File: src/rtl/mac_seq.sv
// mac_seq: sequencer for a half-precision dot product.
//
// It accepts a command carrying a length and then pulls that many A/B operand
// pairs from two streams. Each pair goes to an external MAC datapath, with
// mac_a_tlast marking the final pair. The sequencer then waits for the MAC
// to return its accumulated result, flagged by mac_r_tlast, and holds that
// result on the res_* handshake until it is accepted.
//
// Ports
//   aclk, aresetn               clock; asynchronous active-low reset
//   cmd_valid/cmd_ready/cmd_len command handshake; length is in element pairs
//   a_t*, b_t*                  operand streams (IEEE half). A pair moves only
//                               when both streams are valid in the same cycle.
//   mac_a_tdata/mac_b_tdata     registered operands to the MAC. The value is
//                               0x0000 in any cycle without a transfer.
//   mac_a_tlast                 registered, marks the last pair
//   mac_r_tdata/mac_r_tlast     MAC result and its end marker (DRAIN only)
//   res_tvalid/res_ready/res_tdata  dot-product result handshake
//   busy                        state is not IDLE
//   err                         watchdog fired (only with MAC_SEQ_TIMEOUT_EN)
//
// Build option
//   MAC_SEQ_TIMEOUT_EN  adds a DRAIN watchdog and the err port. If TIMEOUT
//                       DRAIN cycles pass without mac_r_tlast, the block
//                       returns qNaN (0x7E00) and sets err. Without this
//                       option, DRAIN waits indefinitely.
module mac_seq #(
    parameter int LEN_W   = 16,
    parameter int TIMEOUT = 64
) (
    input  logic             aclk,
    input  logic             aresetn,
    input  logic             cmd_valid,
    output logic             cmd_ready,
    input  logic [LEN_W-1:0] cmd_len,
    input  logic             a_tvalid,
    output logic             a_tready,
    input  logic [15:0]      a_tdata,
    input  logic             b_tvalid,
    output logic             b_tready,
    input  logic [15:0]      b_tdata,
    output logic [15:0]      mac_a_tdata,
    output logic [15:0]      mac_b_tdata,
    output logic             mac_a_tlast,
    input  logic [15:0]      mac_r_tdata,
    input  logic             mac_r_tlast,
    output logic             res_tvalid,
    input  logic             res_ready,
    output logic [15:0]      res_tdata,
    output logic             busy
`ifdef MAC_SEQ_TIMEOUT_EN
    ,
    output logic             err
`endif
);

    if (LEN_W < 1 || TIMEOUT < 1) begin : g_param_chk
        $error("mac_seq: LEN_W and TIMEOUT must be >= 1");
    end

    typedef enum logic [1:0] {IDLE, STREAM, DRAIN, DONE} state_t;

    state_t           state;
    logic [LEN_W-1:0] remaining;
    logic             xfer;

`ifdef MAC_SEQ_TIMEOUT_EN
    localparam int              CNT_W    = $clog2(TIMEOUT + 1);
    localparam logic [CNT_W-1:0] CNT_LAST = CNT_W'(TIMEOUT - 1);
    logic [CNT_W-1:0] drain_cnt;
`endif

    // Both readies follow the joint valid. Because of this, a pair is only
    // consumed when A and B transfer together.
    assign xfer     = (state == STREAM) && a_tvalid && b_tvalid;
    assign a_tready = xfer;
    assign b_tready = xfer;
    assign busy     = (state != IDLE);

    always_ff @(posedge aclk or negedge aresetn) begin
        if (!aresetn) begin
            state       <= IDLE;
            remaining   <= '0;
            cmd_ready   <= 1'b0;
            res_tvalid  <= 1'b0;
            res_tdata   <= 16'h0000;
            mac_a_tdata <= 16'h0000;
            mac_b_tdata <= 16'h0000;
            mac_a_tlast <= 1'b0;
`ifdef MAC_SEQ_TIMEOUT_EN
            err         <= 1'b0;
            drain_cnt   <= '0;
`endif
        end else begin
            // Idle cycles feed +0 * +0 so the MAC accumulator is unchanged.
            mac_a_tdata <= 16'h0000;
            mac_b_tdata <= 16'h0000;
            mac_a_tlast <= 1'b0;

            case (state)
                IDLE: begin
                    cmd_ready <= 1'b1;
                    if (cmd_valid && cmd_ready) begin
                        cmd_ready <= 1'b0;
                        remaining <= cmd_len;
                        if (cmd_len == '0) begin
                            // Empty dot product: answer +0 without touching the MAC.
                            res_tdata  <= 16'h0000;
                            res_tvalid <= 1'b1;
                            state      <= DONE;
                        end else begin
                            state <= STREAM;
                        end
                    end
                end

                STREAM: begin
                    if (xfer) begin
                        mac_a_tdata <= a_tdata;
                        mac_b_tdata <= b_tdata;
                        mac_a_tlast <= (remaining == LEN_W'(1));
                        if (remaining != '0)
                            remaining <= remaining - LEN_W'(1);
                        if (remaining <= LEN_W'(1)) begin
                            state <= DRAIN;
`ifdef MAC_SEQ_TIMEOUT_EN
                            drain_cnt <= '0;
`endif
                        end
                    end
                end

                DRAIN: begin
                    if (mac_r_tlast) begin
                        res_tdata  <= mac_r_tdata;
                        res_tvalid <= 1'b1;
                        state      <= DONE;
                    end
`ifdef MAC_SEQ_TIMEOUT_EN
                    else if (drain_cnt == CNT_LAST) begin
                        res_tdata  <= 16'h7E00;
                        res_tvalid <= 1'b1;
                        err        <= 1'b1;
                        state      <= DONE;
                    end else begin
                        drain_cnt <= drain_cnt + CNT_W'(1);
                    end
`endif
                end

                DONE: begin
                    // res_tdata is left alone here so it stays stable until accepted.
                    if (res_ready) begin
                        res_tvalid <= 1'b0;
                        cmd_ready  <= 1'b1;
                        state      <= IDLE;
`ifdef MAC_SEQ_TIMEOUT_EN
                        err        <= 1'b0;
`endif
                    end
                end

                default: state <= IDLE;
            endcase
        end
    end

endmodule

File: config.mk
export PLATFORM = sky130hd
export DESIGN_NAME = mac_seq
export DESIGN_NICKNAME = d
export VERILOG_FILES = /design/src/rtl/mac_seq.sv
export SDC_FILE = /design/constraint.sdc
export NUM_CORES = 1
export LEC_CHECK = 0
export BUFFER_PORTS_ARGS = -buffer_cell sky130_fd_sc_hd__clkbuf_2
export CAP_MARGIN = 25
export CORE_UTILIZATION = 43
export CTS_CLUSTER_SIZE = 8
export DETAILED_ROUTE_END_ITERATION = 7
export PLACE_DENSITY_LB_ADDON = 0.3
export SLEW_MARGIN = 0
export SYNTH_ARGS = -nofsm -noshare
export SYNTH_HDL_FRONTEND = slang
export SYNTH_SLANG_ARGS = --single-unit
File: constraint.sdc
create_clock -name aclk -period 2.95 [get_ports aclk]
set_input_delay 0.295 -clock aclk [delete_from_list [all_inputs] [get_ports aclk]]
set_output_delay 0.295 -clock aclk [all_outputs]
set_load 0.02 [all_outputs]
Word level (Yosys, flattened, before mapping):

Index checks and enable logic that the tools add are counted.

* bits in registers: 69
* bits of input ports: 71
* output and inout bits: 54
* word-level logic and storage cells: 66

* $add $sub $neg: 1
* magnitude comparators: 1
* equality and inequality tests: 11
* muxes and demuxes: 29
* reductions and logical operators: 16

Operators with widths (number)
* 16-bit two-way mux: 10
* 16-bit one-hot mux with 2 select lines: 2
* 16-bit by 1-bit equality test with 1-bit output, second input constant: 1
* 16-bit by 1-bit <= comparator with 1-bit output, second input constant: 1
* 16-bit logical NOT: 1
* 16-bit nonzero test: 1
* 16-bit by 1-bit subtractor with 16-bit output, second input constant: 1
* 2-bit two-way mux: 6
* 2-bit != test, second input constant: 5
* 5-bit AND reduction: 2
* 1-bit two-way mux: 8
* 2-bit one-hot mux with 4 select lines: 1
* 4-bit AND reduction: 2
* 2-bit nonzero test: 4
* 2-bit equality test, second input constant: 2
* 2-bit by 1-bit != test with 1-bit output, second input constant: 2
* 1-bit logical AND: 3
* 1-bit one-hot mux with 3 select lines: 1
* 3-bit nonzero test: 1
* 2-bit by 1-bit equality test with 1-bit output, second input constant: 1
* 2-bit logical NOT: 1
* 1-bit one-hot mux with 2 select lines: 1
* 2-bit AND reduction: 1

Logic depth before layout (Yosys ltp):

* depth after elaboration: 5
* depth in mapped cells: 9
* mapped depth without buffers: 6

Worst setup path after synthesis:

Ideal clock, no wire load.

* kind: register to register
* start: reg state[0]
* end: reg res_tdata[10]
* setup time: 121 ps
* data arrival time: 1948 ps
* required time: 2829 ps
* slack: 881 ps
* cell stages (with the launch flop): 10
* buffers on the path: 3
* clock period less this slack: 2069 ps
* path through: dfrtp_1 -> inv_1 -> ha_1 -> buf_6 -> a21boi_1 -> or2_1 -> or3_1 -> buf_6 -> buf_8 -> a22o_1

* longest elaborated chain between the ends: 3
* elaborated cells on any way between the ends: 8
* classes of those cells: eq/ne: 4; mux: 1; reduce/logical: 3

RTL lines
* start: declaration: line 63 `state_t state;`
* start signal: assignment: line 82 `state <= IDLE;`
* start signal: assignment: line 110 `state <= DONE;`
* start signal: assignment: line 112 `state <= STREAM;`
* 2-bit equality test or 2-bit logical NOT (tied branches): line 100 `case (state)`
* 2-bit != test (no line) or 2-bit nonzero test (tied branches)
* 4-bit AND reduction (no line)
* end signal: assignment: line 135 `res_tdata <= mac_r_tdata;`
* end: declaration: line 49 `output logic [15:0] res_tdata,`

Several ways; a longest one is shown, not always the timed one.
A chain may end at the register's enable or synchronous reset.

Worst setup path in the final report:

* start: reg state[0]
* end: reg res_tdata[2]

The elaborated chain is that of the path after synthesis.

==> flow_summary.ini <==
[power]
internal_cell_power_mw = 1.88
total_switching_power_mw = 0.799
switching_share = 0.298
max_ir_drop_vdd_mv = 0.315
seq_power_share = 0.414
static_leak_nw = 2.15
power_frac_clock = 0.354
power.density_cell_area_mw_per_mm2 = 646
comb_power_share = 0.233
p_total_mw = 2.68

[final_layout]
final_cell_mix = sky130_fd_sc_hd__clkbuf_2 (123), sky130_fd_sc_hd__dfrtp_1 (69), sky130_fd_sc_hd__and2_1 (33)
syn_to_final_growth_pct = 30.2
finalInstanceArea_mm2 = 0.00415
fillCellCount = 673
final-instance-count-excl-fill = 509
layout.cells.most_common = sky130_fd_sc_hd__clkbuf_2
num_antenna_cells = 0
drive_above_1_share = 0.410
nets = 484
multi_input_area_mm2 = 0.00131
ff_latch_area_mm2 = 0.00173
utilization = 0.575

[floorplanning]
floorplan.die_area_mm2 = 0.00777
initial_core_util = 0.442
chipWidth_um = 88.1
ios = 125
fp-row-count = 31
floorplan_core_area_mm2 = 0.00721
die_y_um = 88.1

[critical_path]
path_buf_inv = 1
r2r_start = state[0]
critical_path_required_ns = 3.23
crit_path_max_fanout = 16
timing.setup.critical_path_class = register to register
cpMaxStageDelayCell = sky130_fd_sc_hd__nor3b_2
critical_path.endpoint_type = register
worst_ep_arrival_time_ns = 2.64
kind_of_launch_point_of_the_worst_setup_path = register
crit_chain = inv_1, ha_1, a21boi_1, or2_1, nor3b_2, a22o_2
critical_path.top_delay_family = simple AND/OR/NAND/NOR gates
slowest_delay_ns = 0.78
worstSetupStartpoint = state[0]

[global_route]
global_route.usage.met1 = 0.275
gr-usage-met2 = 0.324
grt_pass1_vias = 2551
grt_max_degree = 40
grt_util_met3 = 0.0603
grtUsageTotal = 0.212
globalRoute.busiestLayer = met2
grt_remaining_overflow = 0
grt_first_pass_wirelength_um = 12300
grt_antenna_before_repair = 0

[placement]
post-dp-hpwl_um = 5660
portBuffers = 124
pre_cts_ws_ns = 0.617
routabilityCongestion = 0.818
detailed_place.area_mm2 = 0.00390
place.detailed.instances = 493

[detailed_routing]
post_drt_via_cell_ratio = 5.30
drt-total-wl_um = 7830
drt-wirelength-per-cell_um = 15.4
first_iter_violations = 193
route.antenna.remaining_nets = 0
detailroute.via_count = 2697
drt_pre_antenna_iters = 5
drcViolationCount = 0

[synthesis]
synth_seq_area_share = 0.541
synth.avg_cell_area_um2 = 11.5
mappedNetlistNets = 356
synth.largest_area_cell = sky130_fd_sc_hd__dfrtp_1
postSynth.asyncResetShare = 1.00
synth_area_mm2 = 0.00319
synth_top_cell_area_share = 0.541
synthesized_flop_and_latch_total = 69
synthesis.instances = 278
post_synth_main_area_contributors = sky130_fd_sc_hd__dfrtp_1 (54%), sky130_fd_sc_hd__and2_1 (6.5%), sky130_fd_sc_hd__a22o_1 (2.7%)
synth_cell_type_count = 59
yosysWarningCount = 0
most_used_flip_flop_cell_after_synthesis = sky130_fd_sc_hd__dfrtp_1
number_of_enable_flip_flop_cells_after_synthesis = 0

[sta]
fin_hold_ws_ns = 0.162
final_min_period_ns = 2.36
layout_setup_ws_ns = 0.589
worst_clock_skew_ns = 0.00771
fmax_mhz = 424
setup_total_negative_slack_ns = 0
fin_crit_sh = 0.800
rsz0062_at_grt = false
finalSetupViolations = 0
finalMaxSlewViolations = 0
worst_pin_slew_ns = 0.955
slew_headroom = 0.361
hold_viol = 0

[min_path]
hold_start = a_tdata[1]
worst_hold_path_type = input pin to register

[flow_run]
max-cap-violations = 0

[clock_tree]
h-tree-depth = 3
clock_network_latency_to_the_later_pin_of_the_worst_skew_pair_ns = 0.34
clock_tree.buffer_depth = 2
cts_tree = done
clock_sink_count = 69
cts.repair_timing.setup_buffer_count = 0
tritoncts.num_buffers = 9
clk_transition_reported_paths_ns = 0.08
cts_root_buf = sky130_fd_sc_hd__clkbuf_8

[status]
run_status = finished, final reports clean
[synth_stat cells, types with 2 or more instances]
master	count
sky130_fd_sc_hd__mux2i_1	7
sky130_fd_sc_hd__nand2_1	10
sky130_fd_sc_hd__o41ai_1	2
sky130_fd_sc_hd__nor4_1	6
sky130_fd_sc_hd__nor2b_1	3
sky130_fd_sc_hd__and3_1	4
sky130_fd_sc_hd__o221ai_1	2
sky130_fd_sc_hd__a22o_2	6
sky130_fd_sc_hd__nor3_1	7
sky130_fd_sc_hd__ha_1	7
sky130_fd_sc_hd__dfrtp_1	69
sky130_fd_sc_hd__a31oi_1	2
sky130_fd_sc_hd__a21oi_1	4
sky130_fd_sc_hd__buf_6	2
sky130_fd_sc_hd__buf_2	3
sky130_fd_sc_hd__clkbuf_1	8
sky130_fd_sc_hd__nor2_1	8
sky130_fd_sc_hd__a211oi_1	5
sky130_fd_sc_hd__a31o_2	4
sky130_fd_sc_hd__nand3_1	9
sky130_fd_sc_hd__o21ai_0	6
sky130_fd_sc_hd__and2_1	33
sky130_fd_sc_hd__a22o_1	10
sky130_fd_sc_hd__or4_1	2
sky130_fd_sc_hd__o211ai_1	2
sky130_fd_sc_hd__nor4_2	5
sky130_fd_sc_hd__inv_1	15
sky130_fd_sc_hd__a221oi_1	2
sky130_fd_sc_hd__nand4b_1	2
sky130_fd_sc_hd__nand4_1	4
[power by group through the flow]
stage          clock network [mW]  logic, mW  registers (mW)
2_1_floorplan                   0      0.410            1.12
3_3_place_gp                    0      0.600            1.12
3_5_place_dp                    0      0.619            1.12
4_1_cts                     0.974      0.624            1.11
5_1_grt                      1.02      0.686            1.12
6_report                    0.949      0.624            1.11
[what timing repair did]
action | 4_1_cts | 5_1_grt
endpoints found under the hold margin | 11 | 0
hold buffers | 1 | 0
resized for setup | 0 | 0
setup endpoints to repair | 0 | 0
[sequential cells by signal, summed over array words and instances, names as in the netlist]
| register | count |
|---|---|
| mac_a_tlast | 1 |
| cmd_ready | 1 |
| mac_b_tdata | 16 |
| state | 2 |
| remaining | 16 |
| mac_a_tdata | 16 |
| res_tdata | 16 |
| res_tvalid | 1 |
[path summary, 6_finish.rpt]
path | slack [ns] | to | cells past startpoint
worst min-delay path | 0.16 | mac_a_tdata[1] | 2
worst max-delay path | 0.59 | res_tdata[2] | 6
max in group asynchronous | 1.85 | mac_a_tdata[14] | 3
worst min register to register | 0.50 | res_tdata[9] | 1
min in group asynchronous | 0.38 | res_tdata[2] | 2
worst max register to register | 0.59 | res_tdata[2] | 6
[layer usage]
layer,up-vias,share of wire
met5,-,0
met4,0,0.023
met3,16,0.077
met2,113,0.48
met1,1290,0.42
li1,1278,-
[logic make-up after synthesis]
group                      after synthesis  share of synthesized area
buffers and inverters                   31                     0.0471
and+or+nand+nor                        103                      0.205
DFF                                     69                      0.541
AOI/OAI and AO/OA                       61                      0.157
adders and majority gates                7                     0.0275
muxes                                    7                     0.0220
[layout make-up]
| type | count | area share |
|---|---|---|
| flip-flops and latches | 69 | 0.416 |
| multi-input cells | 178 | 0.316 |
| repair buffers | 132 | 0.165 |
| clock buffers | 10 | 0.0332 |
| well taps | 99 | 0.0298 |
| clock inverters | 5 | 0.0259 |
| inverters | 16 | 0.0145 |
Power figures use the tool's default switching activity.
